### src/rtl/tdc_uart_tx.sv
// ============================================================================
// Module   : tdc_uart_tx
// Brief    : TDC snapshot transmitter: 2-entry FIFO of tagged bytes, UART 8N1.
// Revision : 1.0 - initial release
// ============================================================================
`default_nettype none

module tdc_uart_tx #(
  parameter int num_stages   = 5,
  parameter int clks_per_bit = 16
) (
  input  logic                  clk,
  input  logic                  reset,
  input  logic [num_stages-1:0] stage_delays_in,
  input  logic                  sample_valid,
  output logic                  sample_ready,
  output logic                  tx,
  output logic                  busy,
  output logic [7:0]            frame_count
);

  localparam int c_baud_w = (clks_per_bit > 1) ? $clog2(clks_per_bit) : 1;
  localparam logic [c_baud_w-1:0] c_baud_last = c_baud_w'(clks_per_bit - 1);
  localparam logic [2:0] c_tag = 3'b101;

  typedef enum logic [1:0] {
    ST_IDLE  = 2'd0,
    ST_START = 2'd1,
    ST_DATA  = 2'd2,
    ST_STOP  = 2'd3
  } state_t;

  state_t                r_state;
  logic [7:0]            r_fifo [2];
  logic                  r_wr_ptr;
  logic                  r_rd_ptr;
  logic [1:0]            r_count;
  logic [7:0]            r_shift;
  logic [2:0]            r_bit_idx;
  logic [c_baud_w-1:0]   r_baud;
  logic                  r_tx;
  logic [7:0]            r_frame_count;

  logic [4:0]            w_stage_ext;
  logic [7:0]            w_byte;
  logic                  w_push;
  logic                  w_pop;
  logic                  w_nonempty;
  logic                  w_baud_done;

  always_comb begin
    w_stage_ext                 = '0;
    w_stage_ext[num_stages-1:0] = stage_delays_in;
  end

  assign w_byte      = {c_tag, w_stage_ext};
  assign w_nonempty  = (r_count != 2'd0);
  assign w_baud_done = (r_baud == c_baud_last);
  assign w_push      = sample_valid && sample_ready;
  // Pop either from idle or on the final stop-bit edge for back-to-back frames
  assign w_pop       = w_nonempty &&
                       ((r_state == ST_IDLE) || ((r_state == ST_STOP) && w_baud_done));

  assign sample_ready = (r_count < 2'd2);
  assign busy         = (r_state != ST_IDLE) || w_nonempty;
  assign tx           = r_tx;
  assign frame_count  = r_frame_count;

  always_ff @(posedge clk) begin
    if (w_push) begin
      r_fifo[r_wr_ptr] <= w_byte;
    end
  end

  always_ff @(posedge clk) begin
    if (reset) begin
      r_wr_ptr <= 1'b0;
      r_rd_ptr <= 1'b0;
      r_count  <= 2'd0;
    end else begin
      if (w_push) begin
        r_wr_ptr <= ~r_wr_ptr;
      end
      if (w_pop) begin
        r_rd_ptr <= ~r_rd_ptr;
      end
      case ({w_push, w_pop})
        2'b10:   r_count <= r_count + 2'd1;
        2'b01:   r_count <= r_count - 2'd1;
        default: r_count <= r_count;
      endcase
    end
  end

  always_ff @(posedge clk) begin
    if (reset) begin
      r_state       <= ST_IDLE;
      r_shift       <= 8'd0;
      r_bit_idx     <= 3'd0;
      r_baud        <= '0;
      r_tx          <= 1'b1;
      r_frame_count <= 8'd0;
    end else begin
      case (r_state)
        ST_IDLE: begin
          r_tx   <= 1'b1;
          r_baud <= '0;
          if (w_pop) begin
            r_shift <= r_fifo[r_rd_ptr];
            r_state <= ST_START;
            r_tx    <= 1'b0;
          end
        end

        ST_START: begin
          if (w_baud_done) begin
            r_baud    <= '0;
            r_bit_idx <= 3'd0;
            r_state   <= ST_DATA;
            r_tx      <= r_shift[0];
          end else begin
            r_baud <= r_baud + 1'b1;
          end
        end

        ST_DATA: begin
          if (w_baud_done) begin
            r_baud <= '0;
            if (r_bit_idx == 3'd7) begin
              r_state <= ST_STOP;
              r_tx    <= 1'b1;
            end else begin
              r_bit_idx <= r_bit_idx + 3'd1;
              r_tx      <= r_shift[r_bit_idx + 3'd1];
            end
          end else begin
            r_baud <= r_baud + 1'b1;
          end
        end

        ST_STOP: begin
          if (w_baud_done) begin
            r_baud        <= '0;
            r_frame_count <= r_frame_count + 8'd1;
            if (w_pop) begin
              r_shift <= r_fifo[r_rd_ptr];
              r_state <= ST_START;
              r_tx    <= 1'b0;
            end else begin
              r_state <= ST_IDLE;
              r_tx    <= 1'b1;
            end
          end else begin
            r_baud <= r_baud + 1'b1;
          end
        end

        default: begin
          r_state <= ST_IDLE;
          r_tx    <= 1'b1;
        end
      endcase
    end
  end

endmodule

`default_nettype wire

### config.mk
export PLATFORM = sky130hd
export DESIGN_NAME = tdc_uart_tx
export DESIGN_NICKNAME = d
export VERILOG_FILES = /design/src/rtl/tdc_uart_tx.sv
export SDC_FILE = /design/constraint.sdc
export NUM_CORES = 1
export LEC_CHECK = 0
export BUFFER_PORTS_ARGS = -buffer_cell sky130_fd_sc_hd__buf_2
export CELL_PAD_IN_SITES_DETAIL_PLACEMENT = 1
export CELL_PAD_IN_SITES_GLOBAL_PLACEMENT = 1
export CORE_MARGIN = 3
export CORE_UTILIZATION = 25
export DETAILED_ROUTE_END_ITERATION = 12
export PLACE_DENSITY_LB_ADDON = 0.12
export SLEW_MARGIN = 20
export SYNTH_ARGS = -nofsm -noshare
export SYNTH_HDL_FRONTEND = slang
export SYNTH_SLANG_ARGS = --single-unit
### constraint.sdc
create_clock -name clk -period 3.9 [get_ports clk]
set_clock_uncertainty 0.05 [all_clocks]
set_input_delay 0.195 -clock clk [delete_from_list [all_inputs] [get_ports clk]]
set_output_delay 0.195 -clock clk [all_outputs]
set_load 0.1 [all_outputs]
======== Yosys cells after proc, flatten, opt, wreduce, memory -nomap -nowiden ========
Memories as Yosys holds them, arrays and structs flattened. A register that Yosys moved wholly into a read port is not among the register bits.
Index checks and enable logic that the tools add are counted.
Widths: inputs -> output; s select.
word-level totals
  register bits after elaboration ......... 30
  latch bits .............................. 0
  RAM bits ................................ 10
  ROM bits ................................ 0
  bits of input ports ..................... 8
  output and inout port bits .............. 11
  word-level logic and storage cells ...... 78
  memories ................................ 1
memory list
  name    depth  bits a word  read ports  clocked after memory_dff  wr ports  RTL line  text
  r_fifo  2      5            1           1                         1         34        logic [7:0] r_fifo [2];
operators by class
  add/sub/neg operators ................... 5
  $mul .................................... 0
  div/mod/pow operators ................... 0
  $lt $le $gt $ge ......................... 2
  equal/unequal tests ..................... 13
  shifts and indexed selects .............. 0
  mux-type cells .......................... 29
  bitwise gates (word level) .............. 2
  reduce and logical (&&, ||, !) cells .... 17
operators with widths
  cell                 count
  $mux 8               2
  $pmux 8 s2           1
  $ne 2x2->1 const B   6
  $mux 1               11
  $mux 2               5
  $reduce_bool 2->1    5
  $mux 3               3
  $add 8x1->8 const B  1
  $pmux 2 s4           1
  $pmux 4 s2           1
  $eq 2x2->1 const B   3
  $pmux 3 s2           1
  $reduce_and 5->1     1
  $add 4x1->4 const B  1
  $eq 2x1->1 const B   2
  $eq 4x4->1 const B   1
  $lt 3x4->1 const B   1
  $mux 4               1
  $pmux 1 s4           1
  $pmux 2 s2           1
  $reduce_and 2->1     2
  $reduce_and 4->1     1
  $add 3x1->3 const B  1
  $bmux 1 s3           1
  other kinds (10)     14

======== Longest topological paths before layout ========
Gate-level depths: netlist of run 1.
  depth in word-level cells ............... 7
  depth in mapped cells ................... 8
  gate-level depth less buffers ........... 8

======== Least setup slack after synthesis of run 1 ========
No wires, ideal clock.
  kind .................................... register to register
  from .................................... register r_count[1]
  to ...................................... register r_count[1]
  library setup time ...................... 71 ps
  data arrival time ....................... 1957 ps
  required time ........................... 3779 ps
  path slack .............................. 1823 ps
  cell stages (with the launch flop) ...... 6
  path buffers ............................ 0
  period minus slack after synthesis ...... 2077 ps
  cells stage by stage .................... dfxtp_1 -> inv_1 -> nand2_1 -> ha_1 -> or3_1 -> a21oi_1
between the ends
  cells in the longest elaborated chain, start to end .. 4
  elaborated cells between the ends (all ways) .. 10
  classes of those cells .................. add/sub: 2; order compare: 1; eq/ne: 2; mux: 1; reduce/logical: 4
ends and longest elaborated chain
  element                                          RTL line  text
  start, declared                                  37        logic [1:0] r_count;
  start signal, assigned                           88        2'b10: r_count <= r_count + 2'd1;
  start signal, assigned                           89        2'b01: r_count <= r_count - 2'd1;
  start signal, assigned                           90        default: r_count <= r_count;
  $lt 2x2->1 *                                     64        assign sample_ready = (r_count < 2'd2);
  net sample_ready                                 16        output logic sample_ready,
  $logic_and 1x1->1 *                              59        assign w_push = sample_valid && sample_ready;
  $eq 2x1->1 or $eq 2x2->1 (tied branches)         87        case ({w_push, w_pop})
  $pmux 2 s2 or $reduce_bool 2->1 (tied branches)  --
The timed path passes the listed nets; every way through them passes the cells marked *.
A chain may end at the register's enable or synchronous reset.

======== Final worst setup path of run 1 ========
  from .................................... register r_state[1]
  to ...................................... register r_count[1]
between the ends
  cells in the longest elaborated chain, start to end .. 6
  elaborated cells between the ends (all ways) .. 9
  classes of those cells .................. eq/ne: 3; mux: 1; reduce/logical: 5
ends and longest elaborated chain
  element                                          RTL line  text
  start, declared                                  33        state_t r_state;
  start signal, assigned                           97        r_state <= ST_IDLE;
  start signal, assigned                           110       r_state <= ST_START;
  start signal, assigned                           119       r_state <= ST_DATA;
  $eq 2x2->1                                       62        ((r_state == ST_IDLE) || ((r_state == ST_STOP) && w_baud_done));
  $logic_and 1x1->1                                62
  $logic_or 1x1->1 *                               62
  $logic_and 1x1->1 *                              61        assign w_pop = w_nonempty &&
  net w_pop                                        47        logic w_pop;
  $eq 2x1->1 or $eq 2x2->1 (tied branches)         87
  $pmux 2 s2 or $reduce_bool 2->1 (tied branches)  --
Marks and branches as above.

==> flow_metrics.py, run 1 <==
metrics = {
    "status": {
        "outcome": "completed",
    },
    "sta": {
        "worst_slew_pin_slew_ns": 0.570,
        "period_share_pct": 54.8,
        "setup_ws_ns": 1.76,
        "timing.fmax_mhz": 468,
        "fin_setup_tns_ns": 0,
        "relSlewSlack_pct": 62.0,
        "hold_violations": 0,
        "fin_crit_ns": 2.14,
        "drv_slew": 0,
        "hold_ws_ns": 0.0307,
        "rsz0062_at_grt": "false",
        "setup-violations-final": 0,
    },
    "cts": {
        "cts_hold_buf": 0,
        "cts_tree": "done",
        "cts-root-buf": "clkbuf_8",
        "path_clk_slew_ns": 0.09,
        "clk_path_buf_depth": 2,
        "cts_resized": 0,
        "cts-buffers-inserted": 5,
        "insertion_delay_ns": 0.30,
        "cts_max_level": 2,
        "cts_setup_buffers": 0,
        "clock_sinks": 39,
    },
    "logic_synthesis": {
        "ys.flop_type": "dfxtp_1",
        "synth_fp_nets": 187,
        "yosysWarnings": 0,
        "synth_most_common_cell": "dfxtp_1",
        "synth_top_area_share_pct": 33.6,
        "synth_cells": 169,
        "synthTopCellsByArea": "dfxtp_1, edfxtp_1, ha_1",
        "ys_types": 38,
        "synth_edf_count": 10,
        "async_flop_share_pct": 0,
        "avgSynthCellArea_um2": 10.2,
        "synth_common_cells": "dfxtp_1, nor2_1, nand2_1, edfxtp_1, ha_1",
        "syn_area_mm2": 0.00173,
        "ys_seq_elements": 39,
        "synth_top_area_cell": "dfxtp_1",
        "yosysSeqAreaShare_pct": 50.9,
    },
    "detailed_routing": {
        "drt_first_pass_iters": 4,
        "dr_total_vias": 1251,
        "drt_iter0_drc": 28,
        "antenna_left": 0,
        "routed_wl_mm": 3.74,
        "post-route-drc-count": 0,
        "wire_per_inst_um": 14.1,
        "avgViaCountPerCell": 4.72,
    },
    "worst_setup_path": {
        "path_common_cell": "ha_1",
        "arrival_ns": 2.32,
        "path_cells": "inv_1, ha_1, a41oi_1, nor2_1, ha_1, or3_1, a21oi_1",
        "max_stage_delay_ns": 0.42,
        "worst_path_max_delay_cell": "dfxtp_1",
        "setup.worst_path.class": "reg -> reg",
        "crit_buf_inv": 1,
        "crit_path_start_kind": "register",
        "crit_fanout": 5,
        "critPathRequiredTime_ns": 4.08,
        "endpoint_kind": "register",
        "critical-path-top-delay-family": "adder cells",
    },
    "cells_and_area": {
        "post-route-util_pct": 30.5,
        "n_antenna_cell": 0,
        "drive_gt1_share_pct": 16.5,
        "n_fill_cell": 758,
        "fin_nets": 205,
        "syn_to_final_growth_pct": 15.3,
    },
    "global_route": {
        "use_met1_pct": 13.2,
        "grtUsageTotal_pct": 10.4,
        "grt_max_degree": 30,
        "grt_pass1_vias": 1327,
        "gr-max-usage-layer": "met2",
        "overflow": 0,
        "grt_use_met3_pct": 3.13,
        "grt_pass1_wl_mm": 6.29,
        "antenna_found_initial": 0,
        "grt_use_met2_pct": 16.4,
    },
    "floorplan": {
        "core_area_mm2": 0.00653,
        "die_y_um": 89.2,
        "die_w_um": 89.2,
        "io_pins": 19,
        "initial_core_util_pct": 26.5,
        "rows": 29,
        "dieArea_mm2": 0.00796,
    },
    "pwr": {
        "combPwrFrac_pct": 33.8,
        "power.switching_mw": 0.509,
        "seqPwrFrac_pct": 40.0,
        "power.total_mw": 1.33,
        "swShare_pct": 38.1,
        "vdd_drop_max_mv": 0.271,
        "p_clk_share_pct": 26.2,
        "powerDensity_mw_per_mm2": 669,
        "internal_power_mw": 0.825,
        "leakage_nw": 0.748,
    },
    "place": {
        "io_buffer_count": 18,
        "finalWeightedCongestion": 0.762,
        "place_ws_ns": 1.78,
        "dp_hpwl_mm": 2.84,
    },
    "flow_run": {
        "cap_violations": 0,
    },
    "worst_hold_path": {
        "hold_class": "in -> reg",
    },
}
final cells by class:
type	instances	area, um2	share of cell area (%)
well taps	77	96.3	4.83
flip-flops and latches	39	881	44.2
clock buffers	5	68.8	3.45
multi-input cells	117	790	39.6
inverters	6	22.5	1.13
clock inverters	3	46.3	2.32
repair buffers	18	90.1	4.52
per-layer routing:
layer / wire length, um / part of all wire (%) / vias up
met5: 0 / 0 / -
li1: - / - / 633
met4: 59 / 1.6 / 0
met2: 1770 / 47 / 16
met3: 114 / 3.0 / 6
met1: 1790 / 48 / 596
state kept, by name, indices dropped and copies added (netlist names), named ones only:
signal       count
r_fifo          10
frame_count      8
r_shift          6
r_baud           4
r_bit_idx        3
r_count          2
r_state          2
r_rd_ptr         1
r_wr_ptr         1
tx               1
path summary, 6_finish.rpt:
path | endpoint | slack (ns) | start | cells after the start
setup / recovery | r_count[1] | 1.76 | r_state[1] | 7
hold / removal | r_fifo[1][2] | 0.03 | stage_delays_in[2] | 1
setup reg to reg | r_count[1] | 1.76 | r_state[1] | 7
hold reg to reg | r_bit_idx[2] | 0.42 | r_bit_idx[2] | 2
cells by family after synthesis:
logic type                 count (synthesis)  synth area share (%)
and+or+nand+nor                           64                  18.6
buffers and inverters                     13                  3.47
muxes                                      6                  4.19
adders and majority gates                 10                  7.23
AOI/OAI and AO/OA                         24                  9.04
xor gates and xnor gates                  13                  6.58
DFF                                       39                  50.9
power groups by stage:
stage | clock network (mW) | logic [mW] | registers (mW)
5_1_grt | 0.381 | 0.502 | 0.543
4_1_cts | 0.361 | 0.458 | 0.536
3_3_place_gp | 0 | 0.442 | 0.539
6_report | 0.349 | 0.450 | 0.534
2_1_floorplan | 0 | 0.355 | 0.552
3_5_place_dp | 0 | 0.455 | 0.546
layout by cell type (no fill, tap or decap), types with 2 or more instances in the layout:
master / n
dfxtp_1: 29
nor2_1: 23
buf_2: 18
nand2_1: 11
ha_1: 10
edfxtp_1: 10
xnor2_1: 9
a21oi_1: 9
inv_1: 6
mux2i_1: 5
a211oi_1: 5
nor3_1: 5
clkbuf_8: 5
xor2_1: 4
nand3_1: 4
nor4_1: 4
nand4_1: 3
and3_1: 2
nand2b_1: 2
a21oi_2: 2
o21ai_0: 2
or3_1: 2
o31ai_1: 2
through the flow:
step / area (um2) / instances
final: 1990 / 265
after global routing: 1990 / 265
after CTS: 1990 / 265
after detailed placement: 1880 / 257
after global placement: 1880 / 257
after floorplan: 1730 / 169
Note: power is estimated with default switching activity, not from simulation.
==> inputs of run 2 (changes only) <==
--- a/config.mk
+++ b/config.mk
@@ -5,6 +5,7 @@
 export SDC_FILE = /design/constraint.sdc
 export NUM_CORES = 1
 export LEC_CHECK = 0
+export ABC_AREA = 1
 export BUFFER_PORTS_ARGS = -buffer_cell sky130_fd_sc_hd__buf_2
 export CELL_PAD_IN_SITES_DETAIL_PLACEMENT = 1
 export CELL_PAD_IN_SITES_GLOBAL_PLACEMENT = 1
==> constraint.sdc (replaced) <==
create_clock -name clk -period 2.1 [get_ports clk]
set_clock_uncertainty 0.05 [all_clocks]
set_input_delay 0.105 -clock clk [delete_from_list [all_inputs] [get_ports clk]]
set_output_delay 0.105 -clock clk [all_outputs]
set_load 0.1 [all_outputs]
==> flow_metrics.py, run 2 <==
metrics = {
    "detailed_routing": {
        "drt_iter0_drc": 46,
        "drt_first_pass_iters": 4,
        "post-route-drc-count": 0,
        "routed_wl_mm": 3.95,
        "avgViaCountPerCell": 4.09,
        "antenna_left": 0,
        "dr_total_vias": 1438,
        "wire_per_inst_um": 11.2,
    },
    "worst_setup_path": {
        "cp-endpoint": "r_count[1]",
        "crit_fanout": 7,
        "critPathRequiredTime_ns": 2.23,
        "setup.worst_path.class": "reg -> reg",
        "cp.depth": 12,
        "r2r_slack_ns": 0.15,
        "startpoint": "r_baud[0]",
        "endpoint_kind": "register",
        "crit_path_start_kind": "register",
        "critical-path-top-delay-family": "simple AND/OR/NAND/NOR gates",
        "arrival_ns": 2.08,
        "r2r-start": "r_baud[0]",
        "crit_buf_inv": 1,
        "worst_path_max_delay_cell": "dfxtp_2",
        "path_cells": "ha_2, nand2_2, nor2_4, nand2_4, nand2_2, nand2_4, inv_2, ha_1, a21oi_1, o21ai_0, o21ai_0, a21oi_1",
        "rr_endpoint": "r_count[1]",
        "ff2ff_path_depth": 12,
        "max_stage_delay_ns": 0.34,
    },
    "cts": {
        "cts-root-buf": "clkbuf_8",
        "cts-buffers-inserted": 5,
        "insertion_delay_ns": 0.29,
        "clk_path_buf_depth": 2,
        "clock_sinks": 39,
        "cts_tree": "done",
        "path_clk_slew_ns": 0.08,
        "cts_max_level": 2,
    },
    "logic_synthesis": {
        "ys_types": 28,
        "synth_cells": 225,
        "ys_seq_elements": 39,
        "yosysSeqAreaShare_pct": 47.5,
        "syn_area_mm2": 0.00185,
        "synth_most_common_cell": "nand2_1",
        "ys.flop_type": "dfxtp_1",
        "synth_common_cells": "nand2_1, inv_1, dfxtp_1, nor2_1, a21oi_1",
        "async_flop_share_pct": 0,
        "avgSynthCellArea_um2": 8.24,
        "synthTopCellsByArea": "dfxtp_1, edfxtp_1, nand2_1",
        "synth_top_area_share_pct": 31.3,
        "synth_fp_nets": 243,
        "synth_edf_count": 10,
        "synth_top_area_cell": "dfxtp_1",
        "yosysWarnings": 0,
    },
    "cells_and_area": {
        "syn_to_final_growth_pct": 20.8,
        "drive_gt1_share_pct": 18.8,
        "n_fill_cell": 862,
        "largest_register_ffs": 10,
        "stdcell_area_mm2": 0.00224,
        "n_antenna_cell": 0,
        "final_cell_mix": "nand2_1, inv_1, nor2_1",
        "largest-register": "r_fifo",
        "post-route-util_pct": 32.1,
        "layout_commonest_cell": "nand2_1",
        "fin_nets": 273,
    },
    "global_route": {
        "grt_pass1_wl_mm": 6.66,
        "grt_max_degree": 15,
        "overflow": 0,
        "antenna_found_initial": 0,
        "grt_pass1_vias": 1424,
        "grtUsageTotal_pct": 9.91,
    },
    "floorplan": {
        "rows": 30,
        "core_area_mm2": 0.00698,
        "io_pins": 19,
        "die_y_um": 92.1,
        "initial_core_util_pct": 26.5,
        "dieArea_mm2": 0.00848,
        "die_w_um": 92.1,
    },
    "worst_hold_path": {
        "hold_class": "in -> reg",
    },
    "pwr": {
        "leakage_nw": 0.990,
        "vdd_drop_max_mv": 0.405,
        "powerDensity_mw_per_mm2": 1110,
    },
    "status": {
        "outcome": "completed",
    },
    "sta": {
        "fin_setup_tns_ns": 0,
        "drv_slew": 0,
        "period_share_pct": 92.7,
        "hold_violations": 0,
        "fin_crit_ns": 1.95,
        "worst_slew_pin_slew_ns": 0.540,
        "relSlewSlack_pct": 63.9,
        "rsz0062_at_grt": "false",
        "timing.fmax_mhz": 514,
        "setup-violations-final": 0,
    },
    "place": {
        "placed_cell_area_mm2": 0.00206,
        "dp_hpwl_mm": 2.99,
        "io_buffer_count": 18,
        "finalWeightedCongestion": 0.694,
    },
    "flow_run": {
        "cap_violations": 0,
    },
}
run 2: layout make-up:
cell class              count  area, um2  share of cell area, %
clock buffers               5       68.8                   3.07
flip-flops and latches     39        882                   39.4
inverters                  39        148                   6.60
clock inverters             3       47.5                   2.12
repair buffers             25        155                   6.93
multi-input cells         145        817                   36.5
well taps                  96        120                   5.37
run 2: worst min-delay path by stage:
stage,from,end,depth (start not counted)
after floorplan,stage_delays_in[0],r_fifo[0][0],0
after global placement,stage_delays_in[3],r_fifo[0][3],1
after detailed placement,stage_delays_in[1],r_fifo[1][1],1
after CTS,sample_valid,r_wr_ptr,3
after global routing,reset,r_bit_idx[2],2
final,sample_valid,r_wr_ptr,3
run 2: metrics by stage:
step / cells / power (mW) / setup slack (ns) / hold WS, ns
2_1_floorplan: 225 / 1.68 / 0.0401 / 0.154
3_3_place_gp: 338 / 1.87 / 0.167 / 0.245
3_5_place_dp: 338 / 1.87 / 0.125 / 0.247
4_1_cts: 351 / 2.56 / 0.112 / 0.0571
5_1_grt: 352 / 2.69 / 0.00167 / 0.0635
6_report: 352 / 2.49 / 0.153 / 0.0630
run 2: worst reg2reg max path: cells and delay by family, from the launching register on:
| family | cells | cell delay, ns |
|---|---|---|
| fa+ha+maj | 2 | 0.43 |
| buf+inv | 1 | 0.09 |
| compound gates | 4 | 0.45 |
| flops | 1 | 0.34 |
| simple gates | 5 | 0.49 |
run 2: routing by layer:
layer	track usage [%]	up-vias	part of all wire (%)	wire [um]
met5	0	-	0	0
met4	4.08	0	1.1	43
met3	2.79	5	2.7	106
met2	14.8	16	44	1720
met1	13.4	642	53	2070
li1	-	775	-	-
run 2: report_power, final:
group / internal [mW] / switching, mW
Combinational: 0.271 / 0.595
Sequential: 0.901 / 0.0748
Clock: 0.360 / 0.289
run 2: kinds of logic after synthesis:
logic type / Yosys count / synth area share (%)
muxes: 5 / 3.04
DFF: 39 / 47.5
and+or+nand+nor: 90 / 22.8
xor gates and xnor gates: 1 / 0.473
adders and majority gates: 10 / 6.75
buffers and inverters: 41 / 8.51
AOI/OAI and AO/OA: 39 / 10.9
run 2: timing repair:
action | CTS | global route
endpoints found under the setup margin | 0 | 1
hold endpoints to repair | 10 | 0
setup buffers | 0 | 1
resized for setup | 0 | 2
hold buffers | 5 | 0
==> inputs of run 3 (changes only) <==
--- a/config.mk
+++ b/config.mk
@@ -12,7 +12,7 @@
 export CORE_MARGIN = 3
 export CORE_UTILIZATION = 25
 export DETAILED_ROUTE_END_ITERATION = 12
-export PLACE_DENSITY_LB_ADDON = 0.12
+export PLACE_DENSITY = 0.57
 export SLEW_MARGIN = 20
 export SYNTH_ARGS = -nofsm -noshare
 export SYNTH_HDL_FRONTEND = slang
==> flow_metrics.py, run 3 (synthesis gave the netlist of run 2 again) <==
metrics = {
    "status": {
        "outcome": "completed",
    },
    "place": {
        "dp_hpwl_mm": 2.97,
        "placedCellCount": 338,
        "io_buffer_count": 18,
        "finalWeightedCongestion": 0.773,
    },
    "cts": {
        "clk_path_buf_depth": 2,
        "cts_tree": "done",
        "insertion_delay_ns": 0.29,
        "cts-root-buf": "clkbuf_8",
        "cts-buffers-inserted": 5,
        "cts_max_level": 2,
        "clock_sinks": 39,
        "path_clk_slew_ns": 0.08,
    },
    "pwr": {
        "vdd_drop_max_mv": 0.401,
        "leakage_nw": 0.990,
        "powerDensity_mw_per_mm2": 1150,
        "power.total_mw": 2.60,
    },
    "cells_and_area": {
        "largest-register": "r_fifo",
        "drive_gt1_share_pct": 18.8,
        "final_cell_count_no_fill": 351,
        "n_antenna_cell": 0,
        "largest_register_ffs": 10,
        "fin_nets": 272,
        "final_cell_mix": "nand2_1, inv_1, nor2_1",
        "syn_to_final_growth_pct": 21.5,
        "layout_commonest_cell": "nand2_1",
        "post-route-util_pct": 32.3,
    },
    "floorplan": {
        "io_pins": 19,
        "die_y_um": 92.1,
        "die_w_um": 92.1,
        "dieArea_mm2": 0.00848,
        "core_area_mm2": 0.00698,
        "initial_core_util_pct": 26.5,
        "rows": 30,
    },
    "sta": {
        "hold_violations": 0,
        "relSlewSlack_pct": 64.4,
        "drv_slew": 0,
        "fin_setup_tns_ns": 0,
        "setup-violations-final": 0,
        "period_share_pct": 90.7,
        "rsz0062_at_grt": "false",
        "worst_slew_pin_slew_ns": 0.532,
        "timing.fmax_mhz": 525,
        "fin_crit_ns": 1.90,
    },
    "worst_hold_path": {
        "worstHoldStart": "sample_valid",
        "hold_class": "in -> reg",
    },
    "global_route": {
        "antenna_found_initial": 0,
        "grt_pass1_vias": 1534,
        "grt_pass1_wl_mm": 7.11,
        "grt_max_degree": 14,
        "overflow": 0,
        "grtUsageTotal_pct": 10.4,
    },
    "worst_setup_path": {
        "critPathRequiredTime_ns": 2.23,
        "r2r-start": "r_baud[0]",
        "crit_path_start_kind": "register",
        "endpoint_kind": "register",
        "crit_fanout": 7,
        "setup.worst_path.class": "reg -> reg",
        "arrival_ns": 2.03,
        "startpoint": "r_baud[0]",
    },
    "flow_run": {
        "cap_violations": 0,
    },
    "detailed_routing": {
        "post-route-drc-count": 0,
        "routed_wl_mm": 3.96,
        "avgViaCountPerCell": 4.23,
        "drt_iter0_drc": 54,
        "drt_first_pass_iters": 4,
        "wire_per_inst_um": 11.3,
        "antenna_left": 0,
        "dr_total_vias": 1484,
    },
}
run 3: worst paths after layout:
check / end / slack [ns] / cells past startpoint
max: r_count[1] / 0.20 / 12
min: r_wr_ptr / 0.07 / 3
max reg2reg: r_count[1] / 0.20 / 12
min reg2reg: r_baud[0] / 0.38 / 1
run 3: what timing repair did:
action                     in CTS  in global routing
setup buffers                   0                  0
hold buffers                    5                  0
hold endpoints to repair       10                  0
gates resized for setup         0                  5
setup endpoints to repair       0                  1
run 3: worst max-delay path: stages, from the launching register on:
cell and delay [ns]:
dfxtp_2 0.35, ha_2 0.19, nand2_2 0.07, nor2_4 0.14, nand2_4 0.10, nand2_2 0.10
nand2_4 0.08, inv_2 0.08, ha_1 0.25, a21oi_1 0.12, o21ai_1 0.10, o21ai_1 0.13
a21oi_1 0.05
run 3: routing by layer:
layer	part of all wire (%)	wire [um]	track usage, %
met4	1.3	53	4.08
met5	0	0	0
met2	42	1680	14.8
met1	54	2140	15.1
met3	2.3	92	2.30
run 3: report_power, final:
group | leakage [nW] | switching [mW] | internal [mW]
registers | 0.331 | 0.0778 | 0.903
clock network | 0.0644 | 0.270 | 0.474
logic | 0.595 | 0.598 | 0.273
total | 0.990 | 0.946 | 1.65
run 3: cell type report:
class	count	area, um2
clock buffer	5	68.8
clock inverter	3	67.6
fill	857	4730
inverter	39	148
multi-input combinational	145	817
sequential	39	883
tap	96	120
timing repair buffer	24	148
run 3: stage by stage:
stage | cell area [um2] | hold WS [ns] | setup slack [ns]
after CTS | 2250 | 0.0717 | 0.100
after global routing | 2250 | 0.0902 | 0.0182
after floorplan | 1850 | 0.154 | 0.0401
after global placement | 2060 | 0.245 | 0.183
after detailed placement | 2060 | 0.248 | 0.109
final | 2250 | 0.0688 | 0.195
